--- src/rtl/sram_arb_pkg.sv ---
// Shared types and constants for the two-port SRAM arbiter.
// Latency: n/a (types only).
// Backpressure: n/a.
package sram_arb_pkg;

  typedef enum logic [1:0] {
    IDLE   = 2'd0,
    SETUP  = 2'd1,
    STROBE = 2'd2,
    HOLD   = 2'd3
  } state_t;

  localparam int PORT_LOADER = 0;
  localparam int PORT_CORE   = 1;
  localparam int WAIT_CNT_W  = 4;

endpackage

--- src/rtl/sram_arb_select.sv ---
// Two-way request selector: turns the request vector into a one-hot grant.
// Latency: combinational grant; round-robin pointer (if built in) updates on the grant edge.
// Backpressure: a losing request is simply not granted and stays pending at its requester.
// Optional feature macro: SRAM_ARB_ROUND_ROBIN_EN (round-robin instead of fixed p0 > p1).
// Ports: req[1:0] level requests, grant[1:0] one-hot (or zero) grant;
//        with the macro defined also clk, reset and take (grant accepted this cycle).
import sram_arb_pkg::*;

module sram_arb_select (
`ifdef SRAM_ARB_ROUND_ROBIN_EN
  input  logic       clk,
  input  logic       reset,
  input  logic       take,
`endif
  input  logic [1:0] req,
  output logic [1:0] grant
);

`ifdef SRAM_ARB_ROUND_ROBIN_EN
  // Pointer holds the port granted most recently; reset as if the core went last
  // so the loader wins the first contested grant.
  logic last_core;

  always_comb begin
    grant = req;
    if (req[PORT_LOADER] && req[PORT_CORE]) begin
      grant = last_core ? 2'b01 : 2'b10;
    end
  end

  always_ff @(posedge clk) begin
    if (reset) begin
      last_core <= 1'b1;
    end else if (take && (req != 2'b00)) begin
      last_core <= grant[PORT_CORE];
    end
  end
`else
  // Fixed priority: the loader always beats the core.
  always_comb begin
    grant              = 2'b00;
    grant[PORT_LOADER] = req[PORT_LOADER];
    grant[PORT_CORE]   = req[PORT_CORE] & ~req[PORT_LOADER];
  end
`endif

endmodule

--- src/rtl/sram_arbiter.sv ---
// Two-port arbiter and access sequencer for the async 128Kx16 SRAM wrapper.
// Latency: request seen in IDLE at cycle n -> ack at n+2+WAIT_CYCLES; one access per 3+WAIT_CYCLES.
// Backpressure: level req held until the one-cycle ack; requests outside IDLE wait for IDLE.
// Optional feature macro: SRAM_ARB_ROUND_ROBIN_EN (round-robin arbitration).
// Ports: clk, reset (sync, active-high); p0_*/p1_* request ports (req/we/addr/wdata in,
//        rdata/ack out); mem_wr_en/mem_addr/mem_din registered to the wrapper, mem_dout back;
//        busy high whenever the sequencer is not idle.
import sram_arb_pkg::*;

module sram_arbiter #(
  parameter int ADDR_W      = 17,
  parameter int DATA_W      = 16,
  parameter int WAIT_CYCLES = 1
) (
  input  logic              clk,
  input  logic              reset,
  input  logic              p0_req,
  input  logic              p0_we,
  input  logic [ADDR_W-1:0] p0_addr,
  input  logic [DATA_W-1:0] p0_wdata,
  output logic [DATA_W-1:0] p0_rdata,
  output logic              p0_ack,
  input  logic              p1_req,
  input  logic              p1_we,
  input  logic [ADDR_W-1:0] p1_addr,
  input  logic [DATA_W-1:0] p1_wdata,
  output logic [DATA_W-1:0] p1_rdata,
  output logic              p1_ack,
  output logic              mem_wr_en,
  output logic [ADDR_W-1:0] mem_addr,
  output logic [DATA_W-1:0] mem_din,
  input  logic [DATA_W-1:0] mem_dout,
  output logic              busy
);

  localparam logic [WAIT_CNT_W-1:0] LAST_CNT = WAIT_CNT_W'(WAIT_CYCLES - 1);

  state_t                state;
  logic [WAIT_CNT_W-1:0] wait_cnt;
  logic                  cur_core;
  logic                  cur_we;
  logic [1:0]            grant;
  logic                  idle_state;

  assign idle_state = (state == IDLE);

  sram_arb_select u_select (
`ifdef SRAM_ARB_ROUND_ROBIN_EN
    .clk   (clk),
    .reset (reset),
    .take  (idle_state),
`endif
    .req   ({p1_req, p0_req}),
    .grant (grant)
  );

  // Address and data are loaded on the IDLE->SETUP edge and left untouched until the
  // next grant, so the address can never move while the write strobe is up, and the
  // strobe only moves on SETUP->STROBE and STROBE->HOLD edges.
  always_ff @(posedge clk) begin
    if (reset) begin
      state     <= IDLE;
      wait_cnt  <= '0;
      cur_core  <= 1'b0;
      cur_we    <= 1'b0;
      mem_wr_en <= 1'b0;
      mem_addr  <= '0;
      mem_din   <= '0;
      p0_ack    <= 1'b0;
      p1_ack    <= 1'b0;
      p0_rdata  <= '0;
      p1_rdata  <= '0;
      busy      <= 1'b0;
    end else begin
      p0_ack <= 1'b0;
      p1_ack <= 1'b0;
      case (state)
        IDLE: begin
          if (grant != 2'b00) begin
            cur_core <= grant[PORT_CORE];
            cur_we   <= grant[PORT_CORE] ? p1_we    : p0_we;
            mem_addr <= grant[PORT_CORE] ? p1_addr  : p0_addr;
            mem_din  <= grant[PORT_CORE] ? p1_wdata : p0_wdata;
            busy     <= 1'b1;
            state    <= SETUP;
          end
        end
        SETUP: begin
          wait_cnt  <= '0;
          mem_wr_en <= cur_we;
          state     <= STROBE;
        end
        STROBE: begin
          if (wait_cnt == LAST_CNT) begin
            // Last strobe cycle: close the strobe, capture read data, ack in HOLD.
            mem_wr_en <= 1'b0;
            state     <= HOLD;
            if (cur_core) begin
              p1_ack <= 1'b1;
              if (!cur_we) p1_rdata <= mem_dout;
            end else begin
              p0_ack <= 1'b1;
              if (!cur_we) p0_rdata <= mem_dout;
            end
          end else begin
            wait_cnt <= wait_cnt + 1'b1;
          end
        end
        HOLD: begin
          busy  <= 1'b0;
          state <= IDLE;
        end
        default: begin
          mem_wr_en <= 1'b0;
          busy      <= 1'b0;
          state     <= IDLE;
        end
      endcase
    end
  end

endmodule

--- config.mk ---
export PLATFORM = sky130hd
export DESIGN_NAME = sram_arbiter
export DESIGN_NICKNAME = d
export VERILOG_FILES = /design/src/rtl/sram_arb_pkg.sv /design/src/rtl/sram_arb_select.sv /design/src/rtl/sram_arbiter.sv
export SDC_FILE = /design/constraint.sdc
export NUM_CORES = 1
export LEC_CHECK = 0
export CELL_PAD_IN_SITES_DETAIL_PLACEMENT = 1
export CELL_PAD_IN_SITES_GLOBAL_PLACEMENT = 2
export CORE_UTILIZATION = 26
export CTS_CLUSTER_SIZE = 20
export DETAILED_ROUTE_END_ITERATION = 6
export GPL_ROUTABILITY_DRIVEN = 0
export PLACE_DENSITY_LB_ADDON = 0.2
export SLEW_MARGIN = 20
export SYNTH_ARGS = -nofsm -noshare
export SYNTH_HDL_FRONTEND = slang
export SYNTH_SLANG_ARGS = --single-unit
--- constraint.sdc ---
create_clock -name clk -period 2.6 [get_ports clk]
set_input_delay 0.52 -clock clk [delete_from_list [all_inputs] [get_ports clk]]
set_output_delay 0.52 -clock clk [all_outputs]
set_load 0.005 [all_outputs]
==> metrics.txt <==
status complete, no violations; detailed router's first-iteration violation count 99; Cells after DPL 649; clk_skew 0.00581 ns; Port Buffers 156; Synth top area share 44.7%; Reg power frac 36.8%; syn_area_per_cell 10.1 µm²; largest net degree at the start of global routing 69; proportion of layout cells with a drive suffix above 1 5.28%; switch share 30.2%; met2 Use GR 25.2%; post-route minimum period 1.83 ns; fmax 0.547 GHz; Hold Fails Final Rpt 0; CTS tree yes; Setup TNS 0 ns; die area 0.0137 mm²; global route overflow 0; power share of the clock group 27.2%; Slew headroom 68.3%; WL/cell 14.7 µm; commonest cells after routing, fill and taps aside clkdlybuf4s50_1 (155), dfxtp_1 (77), mux2i_1 (67), nand2b_1 (50), nor2_1 (36); diode count 0; FFs w/ async S/R, synth 0%; CP endpoint kind register; core box area 0.0128 mm²; DRT Wirelength 9760 µm; max cap viols 0; most common cell after layout, fill and taps aside clkdlybuf4s50_1; Finish-stage setup viols 0; DRT Pass-1 Iters 4; CP max FO 16; Worst VDD drop 0.298 mV; library cells used by synthesis 34; nets 583; met1 Resource Use GR 15.0%; Main synth FF type dfxtp_1; Skew-Pair Late Insertion Delay 0.33 ns; Synth warnings 0; Global Route met3 Usage 6.13%; reg-to-reg slack, setup 0.84 ns; Syn Inst Count 342; Initial Util 27.0%; Post-CTS Resized 0; Post-DP HPWL 7190 µm; area leader, netlist dfxtp_1; Critical Path RT 2.80 ns; hold buffers post-CTS 0; Post-Syn Area 0.00345 mm²; RSZ-0062 raised after global routing no; max-slew violation count 0; worst slew pin tran 0.474 ns; Pint 3090 µW; CTS Buffer Depth 2; Vias 2957; Hold Crit Class reg2reg; CP Class in2reg; Leakage 0.00205 µW; Net Sw Power 1330 µW; I/O pin count 157; synth top area cells dfxtp_1 (45%), mux2i_1 (19%), nand2b_1 (9.1%); layer with the highest usage met2; GRT Overall Usage 14.4%; Final period util 70.3%; Post-synth EDFFs 0; FP Rows 41; Antenna Nets Post-Route 0; CTS root buffer clkbuf_16; die width 117 µm; syn_nets 437; CP Launch Type primary input; Final Non-Filler Cells 664; first-pass GRT wire length 14800 µm; chip height 117 µm; postcts setup bufs 0; DR vias/cell 4.45; clock buffer count from CTS 9; Yosys reg bits 77; post-synthesis sequential area ratio 44.7%; drc violations 0; vias in the first global route 3003; P per Cell Area 810 mW/mm²; antenna violations before repair 0; H-Tree Depth 3; clk slew on worst S/H paths 0.06 ns; clk sinks 77; Area Growth Syn to Fin 58.0%; Worst Path Arrival 2.03 ns; Comb power frac 36.0%
## metal layers
metal / routed length, µm / part of all wire [%] / vias up
li1: - / - / 1481
met1: 4000 / 41 / 1368
met2: 4730 / 48 / 97
met3: 871 / 8.9 / 11
met4: 158 / 1.6 / 0
met5: 0 / 0 / -
## kinds of logic after synthesis
logic type      after synthesis  share of synthesized area, %
simple gates                107                          17.9
buf+inv                      33                          4.93
compound gates               51                          10.5
flops                        77                          44.7
mux                          67                          19.4
fa+ha+maj                     7                          2.54
## layout make-up
type	instances	area, µm²
Multi-Input combinational cell	232	1750
Sequential cell	77	1540
Timing Repair Buffer	162	1650
Tap cell	172	215
Clock buffer	13	240
Fill cell	1444	7320
Clock inverter	2	35.0
Inverter	6	22.5
## metrics by stage
stage          util [%]  setup slack [ns]  power [µW]  area [µm²]  hold WS (ns)
6_report           42.7             0.772        4420        5460         0.475
5_1_grt            42.7             0.668        4730        5460         0.494
4_1_cts            42.7             0.792        4510        5460         0.479
3_5_place_dp       40.6             0.450        3260        5180         0.469
3_3_place_gp       40.6             0.471        3230        5180         0.460
2_1_floorplan         -              1.08        2430        3450         0.465
## synthesized netlist by cell type (2+ instances only)
cell and instances:
buf_1 2, a21o_1 2, buf_4 3, mux2i_1 67
nor3b_1 2, clkbuf_1 14, nand2b_1 50, buf_6 4
nand3_1 3, a211oi_1 35, nor2b_1 3, a21oi_1 5
inv_1 6, nor3_1 3, buf_2 4, dfxtp_1 77
o21ai_0 4, ha_1 7, nor2_1 36
## power groups by stage
stage	combinational (µW)	clock (µW)	sequential [µW]
global placement	1590	0	1640
global route	1760	1310	1660
finish	1590	1200	1620
detailed placement	1620	0	1650
CTS	1630	1250	1630
floorplan	786	0	1640
## sequential cells by signal, summed over array words and instances, names as in the netlist
| name | count |
|---|---|
| state | 2 |
| p0_ack | 1 |
| cur_core | 1 |
| mem_din | 16 |
| p0_rdata | 16 |
| mem_wr_en | 1 |
| mem_addr | 17 |
| wait_cnt | 4 |
| cur_we | 1 |
| busy | 1 |
| p1_rdata | 16 |
| p1_ack | 1 |
## worst paths after layout
kind                                           startpoint                   endpoint  depth (start not counted)
worst min register to register  p1_rdata[11]$_SDFFE_PP0P_  p1_rdata[11]$_SDFFE_PP0P_                          2
worst max register to register      state[0]$_SDFFE_PP0P_   mem_addr[5]$_SDFFE_PP0P_                          6
worst max-delay path                               p1_req        cur_we$_SDFFE_PP0P_                          5
worst min-delay path            p1_rdata[11]$_SDFFE_PP0P_  p1_rdata[11]$_SDFFE_PP0P_                          2
## worst max-delay path: stages
cell and delay [ns]:
clkdlybuf4s50_1 0.53, nor2b_4 0.39, buf_12 0.22, mux2i_1 0.26, a211oi_1 0.10
Power figures use the tool's default switching activity.
